### src/rtl/tx_resp_scheduler.sv
// Response scheduler: queues ALU/RF results and feeds them
// byte-by-byte to the UART TX parallel interface.
module tx_resp_scheduler #(
    parameter int DATA_W     = 8,
    parameter int FIFO_DEPTH = 4,
    parameter int PTR_W      = 2
) (
    input  logic                  clk,
    input  logic                  rst,
    input  logic [2*DATA_W-1:0]   alu_out,
    input  logic                  alu_out_valid,
    input  logic [DATA_W-1:0]     rd_data,
    input  logic                  rd_data_valid,
    input  logic                  tx_busy,
    input  logic                  ovf_clr,
    output logic [DATA_W-1:0]     tx_p_data,
    output logic                  tx_d_vld,
    output logic                  tx_active,
    output logic [PTR_W:0]        fifo_level,
    output logic                  overflow,
    output logic [7:0]            drop_cnt
);

    localparam int EW = 2*DATA_W + 1;

    typedef enum logic [1:0] {
        IDLE,
        SEND,
        WAIT_ACK,
        WAIT_DONE
    } state_t;

    state_t              state_q;
    logic [EW-1:0]       mem_q [FIFO_DEPTH];
    logic [PTR_W:0]      wr_q, wr_d;
    logic [PTR_W:0]      rd_q, rd_d;
    logic [PTR_W:0]      level;
    logic [2*DATA_W-1:0] cur_q;
    logic [1:0]          left_q;
    logic [DATA_W-1:0]   tx_p_data_q;
    logic                tx_d_vld_q;
    logic                ovf_q, ovf_d;
    logic [7:0]          drop_q, drop_d;
    logic [EW-1:0]       head;
    logic                pop;
    logic [PTR_W+1:0]    free;
    logic                alu_keep;
    logic                rd_keep;
    logic [1:0]          n_drop;
    logic [8:0]          drop_sum;
    logic [PTR_W-1:0]    alu_idx;
    logic [PTR_W-1:0]    rd_idx;

    assign level = wr_q - rd_q;
    assign head  = mem_q[rd_q[PTR_W-1:0]];
    assign pop   = (state_q == IDLE) && (level != '0);

    // Space is judged after this cycle's pop; ALU claims a slot before RF.
    always_comb begin
        free     = (PTR_W+2)'(FIFO_DEPTH)
                 - (PTR_W+2)'(level)
                 + (PTR_W+2)'(pop);
        alu_keep = alu_out_valid && (free != '0);
        rd_keep  = rd_data_valid
                && (free > (PTR_W+2)'(alu_keep));
        alu_idx  = wr_q[PTR_W-1:0];
        rd_idx   = wr_q[PTR_W-1:0] + PTR_W'(alu_keep);
        wr_d     = wr_q + (PTR_W+1)'(alu_keep)
                        + (PTR_W+1)'(rd_keep);
        rd_d     = rd_q + (PTR_W+1)'(pop);
        n_drop   = 2'(alu_out_valid && !alu_keep)
                 + 2'(rd_data_valid && !rd_keep);
        drop_sum = {1'b0, drop_q} + 9'(n_drop);
        if (ovf_clr) begin
            ovf_d  = (n_drop != 2'd0);
            drop_d = 8'(n_drop);
        end else begin
            ovf_d  = ovf_q | (n_drop != 2'd0);
            drop_d = drop_sum[8] ? 8'hFF : drop_sum[7:0];
        end
    end

    always_ff @(posedge clk) begin
        if (alu_keep) begin
            mem_q[alu_idx] <= {1'b1, alu_out};
        end
        if (rd_keep) begin
            mem_q[rd_idx] <= {1'b0, {DATA_W{1'b0}}, rd_data};
        end
    end

    always_ff @(posedge clk or negedge rst) begin
        if (!rst) begin
            wr_q   <= '0;
            rd_q   <= '0;
            ovf_q  <= 1'b0;
            drop_q <= 8'd0;
        end else begin
            wr_q   <= wr_d;
            rd_q   <= rd_d;
            ovf_q  <= ovf_d;
            drop_q <= drop_d;
        end
    end

    always_ff @(posedge clk or negedge rst) begin
        if (!rst) begin
            state_q     <= IDLE;
            cur_q       <= '0;
            left_q      <= 2'd0;
            tx_p_data_q <= '0;
            tx_d_vld_q  <= 1'b0;
        end else begin
            tx_d_vld_q <= 1'b0;
            unique case (state_q)
                IDLE: begin
                    if (pop) begin
                        cur_q   <= head[2*DATA_W-1:0];
                        left_q  <= head[EW-1] ? 2'd2 : 2'd1;
                        state_q <= SEND;
                    end
                end
                SEND: begin
                    if (!tx_busy) begin
                        tx_p_data_q <= cur_q[DATA_W-1:0];
                        tx_d_vld_q  <= 1'b1;
                        state_q     <= WAIT_ACK;
                    end
                end
                WAIT_ACK: begin
                    if (tx_busy) begin
                        state_q <= WAIT_DONE;
                    end
                end
                WAIT_DONE: begin
                    if (!tx_busy) begin
                        if (left_q == 2'd2) begin
                            cur_q   <= cur_q >> DATA_W;
                            left_q  <= 2'd1;
                            state_q <= SEND;
                        end else begin
                            state_q <= IDLE;
                        end
                    end
                end
                default: state_q <= IDLE;
            endcase
        end
    end

    assign tx_p_data  = tx_p_data_q;
    assign tx_d_vld   = tx_d_vld_q;
    assign tx_active  = (state_q != IDLE);
    assign fifo_level = level;
    assign overflow   = ovf_q;
    assign drop_cnt   = drop_q;

endmodule

### config.mk
export PLATFORM = sky130hd
export DESIGN_NAME = tx_resp_scheduler
export DESIGN_NICKNAME = d
export VERILOG_FILES = /design/src/rtl/tx_resp_scheduler.sv
export SDC_FILE = /design/constraint.sdc
export NUM_CORES = 1
export LEC_CHECK = 0
export ABC_AREA = 1
export BUFFER_PORTS_ARGS = -buffer_cell sky130_fd_sc_hd__buf_2
export CELL_PAD_IN_SITES_DETAIL_PLACEMENT = 1
export CELL_PAD_IN_SITES_GLOBAL_PLACEMENT = 1
export CORE_ASPECT_RATIO = 0.5
export CORE_UTILIZATION = 40
export CTS_CLUSTER_DIAMETER = 200
export DETAILED_ROUTE_END_ITERATION = 16
export GPL_TIMING_DRIVEN = 0
export HOLD_SLACK_MARGIN = 0.02
export PLACE_DENSITY_LB_ADDON = 0.2
export SLEW_MARGIN = 20
export SYNTH_ARGS = -nofsm -noshare
export SYNTH_HDL_FRONTEND = slang
export SYNTH_SLANG_ARGS = --single-unit
export TNS_END_PERCENT = 100
### constraint.sdc
create_clock -name clk -period 5 [get_ports clk]
set_input_delay 0.5 -clock clk [delete_from_list [all_inputs] [get_ports clk]]
set_output_delay 0.5 -clock clk [all_outputs]
set_load 0.01 [all_outputs]
==> flow_summary.toml <==
[global_routing]
grt_usage_pct = 23.05
grt_pass1_wl_um = 27990
antenna_found_initial = 0
grt_pass1_vias = 5261
grt_max_degree = 45
grt-ovfl-total = 0

[detailed_routing]
drt-initial-drc-count = 283
drc_errors = 0
vias = 5219
antenna_left = 0
viasPerCell = 5.092
routedWlPerCell_um = 16.84
first_pass_iters = 4
routed_wirelength_um = 17260

[synth]
synth_top_cell_area_share_pct = 17.84
ys_seq_area_share_pct = 45.08
synth_edf_count = 32
synth_most_common_cell = "nand2_1"
synth_common_cells = "nand2_1 (215), inv_1 (107), o21ai_0 (62)"
synth_warnings = 0
ys_types = 38
synthArstFlopShare_pct = 39.29
synth_nets = 808
syn_avg_cell_area_um2 = 8.132
synth.ff_latch_count = 112
synth_area_leader_cell = "dfrtp_1"
netlist_instances = 759
yosys-top-cells-area = "dfrtp_1 (18%), edfxtp_1 (16%), nand2_1 (13%)"
synth-main-ff-cell = "dfrtp_1"
synth_area_mm2 = 0.006172

[critical_path]
r2r_slack_ns = 0.25
cp.arrival_ns = 4.99
rr_endpoint = "drop_cnt[3]"
timing.rr.start = "wr_q[0]"
worst-path-max-fanout = 10
ff2ff_path_depth = 24
critPathKind = "reg -> reg"
required_ns = 5.25
start_kind = "register"
cp-end-kind = "register"

[floorplan]
core_area_mm2 = 0.01478
die_y_um = 89.84
dieArea_mm2 = 0.01596
rows = 31
ioPinCount = 52
start_util_pct = 41.77
die_w_um = 177.7

[sta]
setup_violations = 0
worstMarginPinSlew_ns = 0.5839
hold_slack_ns = 0.1356
rsz0062_at_grt = "false"
period_needed_ns = 4.745
finalHoldViolations = 0
relSlewSlack_pct = 61.07
fmax_mhz = 210.7
setup_slack_ns = 0.2549
drv_slew = 0
fin_worst_skew_ns = 0.01220
fin_crit_sh_pct = 94.90

[placed_design]
dpl_worst_slack_ns = -0.09755
hpwl_um = 13010
port_buffers = 50
gp_congestion = 0.8593

[final_layout]
area_growth_pct = 13.28
fillerInstances = 1825
antenna_cells = 0
fin_nets = 871
drive_gt1_share_pct = 20.68

[cts]
clkLatencyLatePin_ns = 0.36
cts.htree.levels = 3
cts_buffers = 9
cts_sinks = 112
cts.clk_slew.worst_paths_ns = 0.08
clockBufferDepth = 2
cts_tree = "done"
clockRootBuffer = "clkbuf_16"

[power_and_ir_drop]
power.leakage_nw = 3.557
ir_drop_v = 0.0003733
p_per_area_mw_per_mm2 = 836.8

[outcome]
status = "finished clean"

[job]
maxCapViolCount = 0

[hold_path]
hold_path.class = "in -> async"
sequential cells by signal (all words and copies together) (netlist names):
name and flops:
drop_cnt 8, tx_p_data 8, tx_d_vld 1, left_q 2, cur_q 16, rd_q 3
mem_q 68, wr_q 3, overflow 1, state_q 2
layout by cell type, fill, tap and decap left out, types with 25 or more instances in the layout:
cell	Yosys	layout
inv_1	107	106
o21ai_2	32	32
a21oi_1	25	25
nor2_1	39	39
o21ai_0	62	62
dfrtp_1	44	43
buf_2	2	52
nand2_1	215	215
nand4_1	35	35
edfxtp_1	32	32
dfxtp_1	36	36
metal layers:
metal	routed length, um	GRT usage (%)
met5	0	0
met2	7846	36.43
met1	8385	32.16
met4	301	6.197
met3	729	4.442
power breakdown:
group | internal [W] | switching [W]
registers | 0.00150 | 0.000206
logic | 0.00113 | 0.00231
clock network | 0.000349 | 0.000356
total | 0.00298 | 0.00287
cell type report:
type                       count  area, um2  area share (%)
clock inverter                 6      51.30          0.7337
sequential                   112       2784           39.82
clock buffer                  10      229.0           3.275
timing repair buffer          52      285.3           4.080
buffer                        30      190.2           2.720
tap                          198      247.7           3.543
multi-input combinational    504       2780           39.76
inverter                     113      424.2           6.067
critical path, stage by stage, from the launching register on:
cell and delay [ns]:
dfrtp_2 0.43, inv_1 0.14, ha_1 0.23, fa_1 0.55, ha_1 0.21, nand2_1 0.06, nor2_1 0.12, a21oi_2 0.06
nor2_4 0.17, nand3_4 0.13, buf_6 0.16, nand2_1 0.10, inv_1 0.09, ha_1 0.26, or2_2 0.31, nand3_1 0.16
ha_1 0.28, ha_1 0.21, fa_1 0.42, nand3_1 0.15, nor3_2 0.07, nand2_1 0.08, nor2_1 0.06, inv_2 0.10
a21oi_1 0.08
cells by family after synthesis:
group,synth area share (%)
and+or+nand+nor,26.05
xor gates and xnor gates,0.7096
DFF,45.08
AOI/OAI and AO/OA,13.99
adders and majority gates,4.217
buffers and inverters,9.954
worst max-delay path by stage:
| stage | startpoint | to | slack [ns] |
|---|---|---|---|
| 5_1_grt | wr_q[0] | drop_cnt[4] | 0.02 |
| 2_1_floorplan | wr_q[0] | drop_cnt[5] | 0.52 |
| 6_report | wr_q[0] | drop_cnt[3] | 0.25 |
| 3_3_place_gp | wr_q[0] | drop_cnt[1] | -0.005 |
| 3_5_place_dp | wr_q[0] | drop_cnt[0] | -0.1 |
| 4_1_cts | wr_q[0] | drop_cnt[0] | 0.13 |
what timing repair did:
item,in CTS,in global routing
buffers inserted,1,0
resized for setup,0,3
pin swaps,1,1
gates cloned,0,0
endpoints found under the setup margin,6,7
endpoints found under the hold margin,0,0
hold buffers,0,0
per-stage QoR:
stage	utilization (%)	power (W)	setup TNS [ns]	std cells	area [um2]
floorplan	-	0.004124	0	759	6172
global route	47.31	0.006372	0	1025	6992
finish	47.31	0.005850	0	1025	6992
global placement	45.14	0.004971	-0.01544	1007	6670
CTS	47.08	0.005874	0	1024	6958
detailed placement	45.14	0.005128	-0.5062	1007	6670
Note: power is estimated with default switching activity, not from simulation.
